`src/rtl/porta_entrada_fifo_pkg.sv`:
```
// Shared address map and status layout for the memory-mapped input port.
// Latency: n/a (constants and a pure helper function only).
// Backpressure: n/a.
package porta_entrada_fifo_pkg;

    typedef logic [7:0] byte_t;

    // Peripheral window on endereco_mem, shared with the output port map
    localparam byte_t END_BASE   = 8'hF0;
    localparam byte_t END_DADO   = END_BASE;
    localparam byte_t END_STATUS = 8'(END_BASE + 8'h01);

    // Status byte bit positions
    localparam int ST_NAO_VAZIO = 7;
    localparam int ST_CHEIO     = 6;
    localparam int ST_UNDERRUN  = 5;
    localparam int ST_OCUP_MSB  = 2;
    localparam int ST_OCUP_LSB  = 0;

    // Packs the status byte; bits 4:3 stay zero
    function automatic byte_t monta_status(input logic nv, input logic ch,
                                           input logic und, input logic [2:0] ocup);
        byte_t s;
        s = '0;
        s[ST_NAO_VAZIO]             = nv;
        s[ST_CHEIO]                 = ch;
        s[ST_UNDERRUN]              = und;
        s[ST_OCUP_MSB:ST_OCUP_LSB]  = ocup;
        return s;
    endfunction

endpackage

```
`src/rtl/porta_entrada_fifo_if.sv`:
```
// Producer handshake plus processor read bus of the input port.
// Latency: n/a (wiring only).
// Backpressure: producer holds entrada while entrada_pronta is low.
interface porta_entrada_fifo_if;
    import porta_entrada_fifo_pkg::*;

    byte_t entrada;
    logic  entrada_valida;
    logic  entrada_pronta;
    byte_t endereco;
    logic  leitura;
    byte_t dado_out;
    logic  nao_vazio;

    // Side driving the producer and processor strobes
    modport master (
        output entrada, entrada_valida, endereco, leitura,
        input  entrada_pronta, dado_out, nao_vazio
    );

    // The port itself
    modport slave (
        input  entrada, entrada_valida, endereco, leitura,
        output entrada_pronta, dado_out, nao_vazio
    );

endinterface

```
`src/rtl/porta_entrada_fifo_fifo_sincrona.sv`:
```
// Small synchronous FIFO: storage array, read/write pointers, occupancy count.
// Latency: push visible at head on the next edge; head is combinational from rd pointer.
// Backpressure: push ignored when full, pop ignored when empty.
module fifo_sincrona #(
    parameter int PROFUNDIDADE = 4,
    parameter int LARGURA      = 8
) (
    input  logic               clock,
    input  logic               reset,
    input  logic               push,
    input  logic [LARGURA-1:0] dado_in,
    input  logic               pop,
    output logic [LARGURA-1:0] dado_head,
    output logic               cheio,
    output logic               vazio,
    output logic [3:0]         ocupacao
);

    localparam int              AW  = (PROFUNDIDADE > 1) ? $clog2(PROFUNDIDADE) : 1;
    localparam logic [AW-1:0]   ULT = AW'(PROFUNDIDADE - 1);
    localparam logic [3:0]      CAP = 4'(PROFUNDIDADE);

    logic [LARGURA-1:0] mem [PROFUNDIDADE];
    logic [AW-1:0]      wr_ptr;
    logic [AW-1:0]      rd_ptr;
    logic               push_ok;
    logic               pop_ok;

    assign cheio     = (ocupacao == CAP);
    assign vazio     = (ocupacao == 4'd0);
    assign push_ok   = push & ~cheio;
    assign pop_ok    = pop & ~vazio;
    assign dado_head = mem[rd_ptr];

    // Pointer step with explicit wrap so a depth of 1 also works
    function automatic logic [AW-1:0] avanca(input logic [AW-1:0] p);
        return (p == ULT) ? '0 : p + 1'b1;
    endfunction

    // Storage write; contents need no reset since occupancy gates every read
    always_ff @(posedge clock) begin
        if (push_ok) begin
            mem[wr_ptr] <= dado_in;
        end
    end

    // Pointers and occupancy; simultaneous push and pop leave the count unchanged
    always_ff @(posedge clock or negedge reset) begin
        if (!reset) begin
            wr_ptr   <= '0;
            rd_ptr   <= '0;
            ocupacao <= 4'd0;
        end else begin
            if (push_ok) wr_ptr <= avanca(wr_ptr);
            if (pop_ok)  rd_ptr <= avanca(rd_ptr);
            case ({push_ok, pop_ok})
                2'b10:   ocupacao <= ocupacao + 4'd1;
                2'b01:   ocupacao <= ocupacao - 4'd1;
                default: ocupacao <= ocupacao;
            endcase
        end
    end

endmodule

```
`src/rtl/porta_entrada_fifo.sv`:
```
// Memory-mapped input port: producer pushes into a FIFO, processor pops via data/status reads.
// Latency: 1 cycle from read strobe to dado_out.
// Backpressure: entrada_pronta low while full or in reset; reads of an empty FIFO set underrun.
module porta_entrada_fifo #(
    parameter int         PROFUNDIDADE = 4,
    parameter logic [7:0] END_DADO     = porta_entrada_fifo_pkg::END_DADO,
    parameter logic [7:0] END_STATUS   = porta_entrada_fifo_pkg::END_STATUS
) (
    input  logic                  clock,
    input  logic                  reset,
    porta_entrada_fifo_if.slave   bus
);
    import porta_entrada_fifo_pkg::*;

    byte_t      dado_head;
    byte_t      dado_q;
    logic       cheio;
    logic       vazio;
    logic [3:0] ocupacao;
    logic       underrun;
    logic       rd_dado;
    logic       rd_status;
    logic       push;
    logic       pop;

    assign rd_dado   = bus.leitura & (bus.endereco == END_DADO);
    assign rd_status = bus.leitura & (bus.endereco == END_STATUS);

    // Ready depends only on registered state and the reset pin, never on entrada_valida
    assign bus.entrada_pronta = reset & ~cheio;
    assign bus.nao_vazio      = ~vazio;
    assign bus.dado_out       = dado_q;

    assign push = bus.entrada_valida & bus.entrada_pronta;
    assign pop  = rd_dado & ~vazio;

    fifo_sincrona #(
        .PROFUNDIDADE (PROFUNDIDADE),
        .LARGURA      (8)
    ) u_fifo (
        .clock     (clock),
        .reset     (reset),
        .push      (push),
        .dado_in   (bus.entrada),
        .pop       (pop),
        .dado_head (dado_head),
        .cheio     (cheio),
        .vazio     (vazio),
        .ocupacao  (ocupacao)
    );

    // Read data register and sticky underrun; other addresses leave both untouched
    always_ff @(posedge clock or negedge reset) begin
        if (!reset) begin
            dado_q   <= 8'h00;
            underrun <= 1'b0;
        end else if (rd_dado) begin
            if (!vazio) begin
                dado_q <= dado_head;
            end else begin
                dado_q   <= 8'h00;
                underrun <= 1'b1;
            end
        end else if (rd_status) begin
            dado_q   <= monta_status(~vazio, cheio, underrun, ocupacao[2:0]);
            underrun <= 1'b0;
        end
    end

endmodule

```
`src/flat_wrapper.sv`:
```
// flat-port wrapper written by rule: the top's interface ports become plain ports
module porta_entrada_fifo_flat import porta_entrada_fifo_pkg::*;
#(
    parameter int         PROFUNDIDADE = 4,
    parameter logic [7:0] END_DADO     = porta_entrada_fifo_pkg::END_DADO,
    parameter logic [7:0] END_STATUS   = porta_entrada_fifo_pkg::END_STATUS
)
  (clock, reset, bus_entrada, bus_entrada_valida, bus_endereco, bus_leitura, bus_entrada_pronta, bus_dado_out, bus_nao_vazio);
  porta_entrada_fifo_if bus_i ();
  input  logic clock;
  input  logic reset;
  input wire logic [$bits(bus_i.entrada)-1:0] bus_entrada;
  input wire logic [$bits(bus_i.entrada_valida)-1:0] bus_entrada_valida;
  input wire logic [$bits(bus_i.endereco)-1:0] bus_endereco;
  input wire logic [$bits(bus_i.leitura)-1:0] bus_leitura;
  output wire logic [$bits(bus_i.entrada_pronta)-1:0] bus_entrada_pronta;
  output wire logic [$bits(bus_i.dado_out)-1:0] bus_dado_out;
  output wire logic [$bits(bus_i.nao_vazio)-1:0] bus_nao_vazio;
  assign bus_i.entrada = bus_entrada;
  assign bus_i.entrada_valida = bus_entrada_valida;
  assign bus_i.endereco = bus_endereco;
  assign bus_i.leitura = bus_leitura;
  assign bus_entrada_pronta = bus_i.entrada_pronta;
  assign bus_dado_out = bus_i.dado_out;
  assign bus_nao_vazio = bus_i.nao_vazio;
  porta_entrada_fifo #(.PROFUNDIDADE(PROFUNDIDADE), .END_DADO(END_DADO), .END_STATUS(END_STATUS)) u_core (.clock(clock), .reset(reset), .bus(bus_i));
endmodule
```
`config.mk`:
```
export PLATFORM = sky130hd
export DESIGN_NAME = porta_entrada_fifo_flat
export DESIGN_NICKNAME = d
export VERILOG_FILES = /design/src/rtl/porta_entrada_fifo_pkg.sv /design/src/rtl/porta_entrada_fifo_if.sv /design/src/rtl/porta_entrada_fifo_fifo_sincrona.sv /design/src/rtl/porta_entrada_fifo.sv /design/src/flat_wrapper.sv
export SDC_FILE = /design/constraint.sdc
export NUM_CORES = 1
export LEC_CHECK = 0
export ABC_CLOCK_PERIOD_IN_PS = 2550
export CAP_MARGIN = 20
export CELL_PAD_IN_SITES_DETAIL_PLACEMENT = 0
export CELL_PAD_IN_SITES_GLOBAL_PLACEMENT = 1
export CORE_UTILIZATION = 45
export CTS_CLUSTER_SIZE = 30
export DETAILED_ROUTE_END_ITERATION = 12
export PLACE_DENSITY_LB_ADDON = 0.3
export SYNTH_ARGS = -nofsm -noshare
export SYNTH_HDL_FRONTEND = slang
export SYNTH_SLANG_ARGS = --single-unit
```
`constraint.sdc`:
```
create_clock -name clock -period 2.55 [get_ports clock]
set_input_delay 0.255 -clock clock [delete_from_list [all_inputs] [get_ports clock]]
set_output_delay 0.255 -clock clock [all_outputs]
set_load 0.02 [all_outputs]
```
### Word level (Yosys, flattened, before mapping)

Memory sizes are Yosys's and may differ from the RTL's.
Index checks and enable logic that the tools add are counted.

* word-level logic and storage cells: 42
* memories kept: 1
* bits in registers: 17
* output and inout port bits: 10
* bits of input ports: 20
* RAM bits: 32

Memories
* u_core.u_fifo.mem: depth 4, width 8, read ports 1, clocked after memory_dff 0, wr ports 1, RTL line porta_entrada_fifo_fifo_sincrona.sv:23 `logic [LARGURA-1:0] mem [PROFUNDIDADE];`

* bitwise gates (word level): 9
* equal/unequal tests: 8
* $add $sub $neg: 4
* multiplexer cells: 11
* reductions and logical operators: 4

Operator list (count)
* 2-to-1 mux 8 bit: 3
* equality test 8 bit, second input constant: 2
* case mux 4 bit (2 select lines): 1
* AND 1 bit: 7
* equality test 2 bit, second input constant: 3
* 2-to-1 mux 1 bit: 5
* adder 2 x 1 -> 2 bit, second input constant: 2
* adder 4 x 1 -> 4 bit, second input constant: 1
* equality test 4 x 3 -> 1 bit, second input constant: 1
* zero test 4 bit: 1
* 2-to-1 mux 2 bit: 2
* nonzero test 2 bit: 2
* subtractor 4 x 1 -> 4 bit, second input constant: 1
* equality test 2 x 1 -> 1 bit, second input constant: 1
* inequality test 2 x 1 -> 1 bit, second input constant: 1
* inverter 1 bit: 2
* AND reduction 2 bit: 1

### Depth between registers and ports, before layout

* word-level depth: 7
* depth in mapped cells: 12

### Cells and area by module

A second synthesis with hierarchy kept.

* cells, all modules: 143
* area, all modules: 2265.9 µm²

By module, submodules not included
* fifo_sincrona: area each 1795.5 µm², sequential area each 1161.1 µm², instances 1, cells an instance 101
* porta_entrada_fifo: area each 470.5 µm², sequential area each 225.2 µm², instances 1, cells an instance 42

### Least setup slack after synthesis

OpenSTA, ideal clock, no wires.

* path type: register -> register
* start: register u_core.u_fifo.ocupacao[0]
* end: register u_core.u_fifo.ocupacao[2]
* slack: 209 ps
* data arrival time: 2209 ps
* stages on the path, launching flop included: 12
* path buffers: 0
* data required time: 2418 ps
* path through: dfrtp_1 nor3_1 a21boi_2 and2_4 inv_1 ha_1 xor2_1 ha_1 a21oi_1 xor2_1 nor2_1 xor2_1

* word-level cells in the longest chain between the ends: 7

Ends and longest elaborated chain
* from (decl): RTL line porta_entrada_fifo_fifo_sincrona.sv:16 `output logic [3:0] ocupacao`
* from (signal assigned): RTL line porta_entrada_fifo_fifo_sincrona.sv:57 `2'b10: ocupacao <= ocupacao + 4'd1;`
* from (signal assigned): RTL line porta_entrada_fifo_fifo_sincrona.sv:58 `2'b01: ocupacao <= ocupacao - 4'd1;`
* from (signal assigned): RTL line porta_entrada_fifo_fifo_sincrona.sv:59 `default: ocupacao <= ocupacao;`
* equality test 4 x 3 -> 1 bit (*): RTL line porta_entrada_fifo_fifo_sincrona.sv:29 `assign cheio = (ocupacao == CAP);`
* inverter 1 bit (*): RTL line porta_entrada_fifo.sv:30 `assign bus.entrada_pronta = reset & ~cheio;`
* AND 1 bit (*): RTL line porta_entrada_fifo.sv:30
* named net bus_entrada_pronta: RTL line flat_wrapper.sv:16 `output wire logic [$bits(bus_i.entrada_pronta)-1:0] bus_entrada_pronta;`
* AND 1 bit (*): RTL line porta_entrada_fifo.sv:34 `assign push = bus.entrada_valida & bus.entrada_pronta;`
* AND 1 bit (*): RTL line porta_entrada_fifo_fifo_sincrona.sv:31 `assign push_ok = push & ~cheio;`
* equality test 2 x 1 -> 1 bit / equality test 2 bit (equally long branches): RTL line porta_entrada_fifo_fifo_sincrona.sv:56 `case ({push_ok, pop_ok})`
* case mux 4 bit (2 select lines) / nonzero test 2 bit (equally long branches)

Mark *: on every way through the listed nets, which the timed path passes. The rest lies on a longest branch.
A chain may end at the register's enable or synchronous reset.

### Worst setup path in the final report

* start: register u_core.u_fifo.ocupacao[2]
* end: register u_core.u_fifo.ocupacao[2]

RTL lines
* zero test 4 bit (*): RTL line porta_entrada_fifo_fifo_sincrona.sv:30 `assign vazio = (ocupacao == 4'd0);`
* inverter 1 bit (*): RTL line porta_entrada_fifo_fifo_sincrona.sv:32, porta_entrada_fifo.sv:35
* AND 1 bit: RTL line porta_entrada_fifo.sv:35 `assign pop = rd_dado & ~vazio;`
* AND 1 bit (*): RTL line porta_entrada_fifo_fifo_sincrona.sv:32 `assign pop_ok = pop & ~vazio;`
* named net u_core.u_fifo.pop_ok: RTL line porta_entrada_fifo_fifo_sincrona.sv:27 `logic pop_ok;`
* equality test 2 x 1 -> 1 bit / equality test 2 bit (equally long branches): RTL line porta_entrada_fifo_fifo_sincrona.sv:56
* case mux 4 bit (2 select lines) / nonzero test 2 bit (equally long branches)

Marks and branches as above.

==> results.toml <==
[yosys]
synth.cell_area_mm2 = 0.00216
synth_async_sr_flop_share_pct = 34.7
seq_area_frac_synth_pct = 64.0
yosysWarnings = 0
synth_top_area_cell = "edfxtp_1"
synthDominantCellAreaShare_pct = 44.4
synth.most_common_cell = "edfxtp_1"
synth_common_cells = "32 x edfxtp_1, 17 x dfrtp_1"
synth-main-ff-cell = "edfxtp_1"
synth_edf_count = 32
yosys_register_bits = 49
yosys-top-cells-area = "edfxtp_1 44%, dfrtp_1 20%, mux4_2 8.3%"
yosysUniqueCellTypes = 32
syn_nets = 163
syn-instance-count = 135
postSynthAreaPerCell_um2 = 16.0

[route]
drc = 3
routed_wl_um = 3980
via_per_inst = 5.51
topRoutingLayerUsed = "met4"
drt-initial-drc-count = 114
met3_length_um = 189
first_pass_iters = 8
vias = 1239
detail-route-antenna-nets = 0
wl_per_cell_um = 17.7
wl_met1_um = 1680
route.met2.wl_um = 2060

[timing]
hold_violations = 0
slew_violations = 0
min_period_over_period_pct = 93.8
maxSlewHeadroom_pct = 61.3
tns_ns = 0
finClkSkew_ns = 0.0102
max_freq_mhz = 418
worst_slew_pin_slew_ns = 0.581
setup_viol = 0
fin_crit_ns = 2.39
rsz0062_at_grt = "false"

[clocking]
clock_latency_ns = 0.31
post_cts_buffers = 0
cts_made_buffers = 5
cts_root_buf = "clkbuf_8"
cts_max_level = 2
cts.sinks = 49
cts_buffer_depth = 2
clk_pin_slew_ns = 0.09
cts_tree = "built"

[cells_and_area]
ff_latch_area_mm2 = 0.00139
layout-drive-gt1-share_pct = 20.8
nNetsFinal = 200
multi_input_area_um2 = 729
nFillCells = 331
num_antenna_cells = 0
area_delta_synth_final_pct = 21.8
final_cell_area_mm2 = 0.00264

[floorplanning]
die_w_um = 71.4
core_area_mm2 = 0.00447
ios = 30
design.die.area_mm2 = 0.00509
die_h_um = 71.4
initial_utilization_pct = 48.4
fp-row-count = 24

[placed_design]
placed_area_mm2 = 0.00253
gp_congestion = 0.699
hpwl_um = 2890
port_buffers = 29

[setup_path]
ff2ff_setup_slack_ns = 0.16
reg2reg_to = "u_core.u_fifo.ocupacao[2]"
path_class = "reg -> reg"
critPathMaxFanout = 7
setup.worst_path.start_class = "flop"
rr_startpoint = "u_core.u_fifo.ocupacao[2]"
cp.required_ns = 2.74
rr_worst_depth = 10
cp-end-kind = "flop"
worstPathArrival_ns = 2.58

[power_and_ir_drop]
p_leak_nw = 1.00
power_density_mw_per_mm2 = 786
ir_worst_vdd_v = 0.000425
p_total_w = 0.00207

[global_routing]
grt_pass1_vias = 1322
grt_pass1_wl_um = 6640
grtUsageTotal_pct = 17.8
grt_antenna_before_repair = 0
grt_max_degree = 19
grt_overflow = 0

[outcome]
status = "complete, but fails checks"
failed_checks = "DRC"

[min_path]
hold_path.class = "in -> async"

[run]
max_cap_viol_count = 0
-- cells by family (layout without fill, tap and decap cells) --
logic type,Yosys count,in the layout,share of synthesized area (%)
DFF,49,49,64.0
and+or+nand+nor,26,26,8.96
AOI/OAI and AO/OA,21,21,5.95
muxes,13,13,11.6
buffers and inverters,13,51,2.77
adders and majority gates,8,8,4.62
xor gates and xnor gates,5,5,2.02
-- routing by layer --
layer	vias to the layer above	global-route usage (%)
met2	28	30.8
met3	7	5.49
met5	-	0
met4	0	5.33
li1	581	-
met1	623	21.6
-- worst max path at each step --
stage | endpoint | startpoint | slack (ns) | cells after the start
6_report | u_core.u_fifo.ocupacao[2] | u_core.u_fifo.ocupacao[2] | 0.16 | 10
4_1_cts | u_core.u_fifo.ocupacao[2] | u_core.u_fifo.ocupacao[0] | 0.03 | 11
5_1_grt | u_core.u_fifo.ocupacao[2] | u_core.u_fifo.ocupacao[2] | 0.01 | 10
3_3_place_gp | u_core.u_fifo.ocupacao[2] | reset | 0.07 | 11
3_5_place_dp | u_core.u_fifo.ocupacao[2] | reset | 0.03 | 11
2_1_floorplan | u_core.u_fifo.ocupacao[2] | u_core.u_fifo.ocupacao[0] | 0.21 | 11
-- metrics by stage --
step	hold slack, ns	instances	utilization (%)	setup WS [ns]
6_report	0.334	225	58.9	0.159
5_1_grt	0.343	225	58.9	0.0109
4_1_cts	0.349	225	58.6	0.0282
3_5_place_dp	0.528	217	56.7	0.0337
3_3_place_gp	0.512	217	56.7	0.0721
2_1_floorplan	-0.0406	135	-	0.209
-- power by group --
| group | switching [W] | total (W) | internal (W) |
|---|---|---|---|
| registers | 0.000133 | 0.00111 | 0.000980 |
| logic | 0.000240 | 0.000507 | 0.000266 |
| clock network | 0.000260 | 0.000453 | 0.000193 |
| total | 0.000633 | 0.00207 | 0.00144 |
-- registers in the layout, summed over array words and instances, names as in the netlist --
register and count:
u_core.u_fifo.mem 32, u_core.underrun 1, u_core.u_fifo.wr_ptr 2, u_core.bus.dado_out 8
u_core.u_fifo.ocupacao 4, u_core.u_fifo.rd_ptr 2
-- worst max-delay path: stages (launching register included) --
cell and delay (ns):
dfrtp_2 0.48, nor4_4 0.39, nor2_2 0.07, and2_4 0.19, ha_1 0.26, xor2_1 0.18, ha_1 0.19, a21oi_1 0.15
xor2_1 0.16, nor2_1 0.06, xor2_1 0.14
-- area by class of cell --
type                    count  area share [%]
flip-flops and latches     49            52.7
multi-input cells          73            27.7
repair buffers             35            12.7
clock buffers               5            2.61
well taps                  52            2.47
inverters                   8            1.14
clock inverters             3           0.759
-- cells in the final DEF (no fill, tap or decap), types with 2 or more instances in the layout --
| cell type | instances |
|---|---|
| a21oi_1 | 8 |
| a22oi_1 | 4 |
| and2_4 | 2 |
| and3_1 | 4 |
| buf_4 | 6 |
| clkbuf_8 | 5 |
| clkdlybuf4s50_1 | 29 |
| dfrtp_1 | 15 |
| dfrtp_2 | 2 |
| edfxtp_1 | 32 |
| ha_1 | 8 |
| inv_1 | 8 |
| mux2_4 | 4 |
| mux4_2 | 8 |
| nand2_1 | 2 |
| nand2b_1 | 2 |
| nand3_1 | 2 |
| nor2_1 | 7 |
| nor4_4 | 2 |
| o21ai_0 | 5 |
| xnor2_1 | 2 |
| xor2_1 | 3 |
-- repair_timing --
item                                    CTS  global route
resized for setup                         0             4
hold buffers                              0             0
endpoints found under the setup margin    0             1
Note: power is estimated with default switching activity, not from simulation.
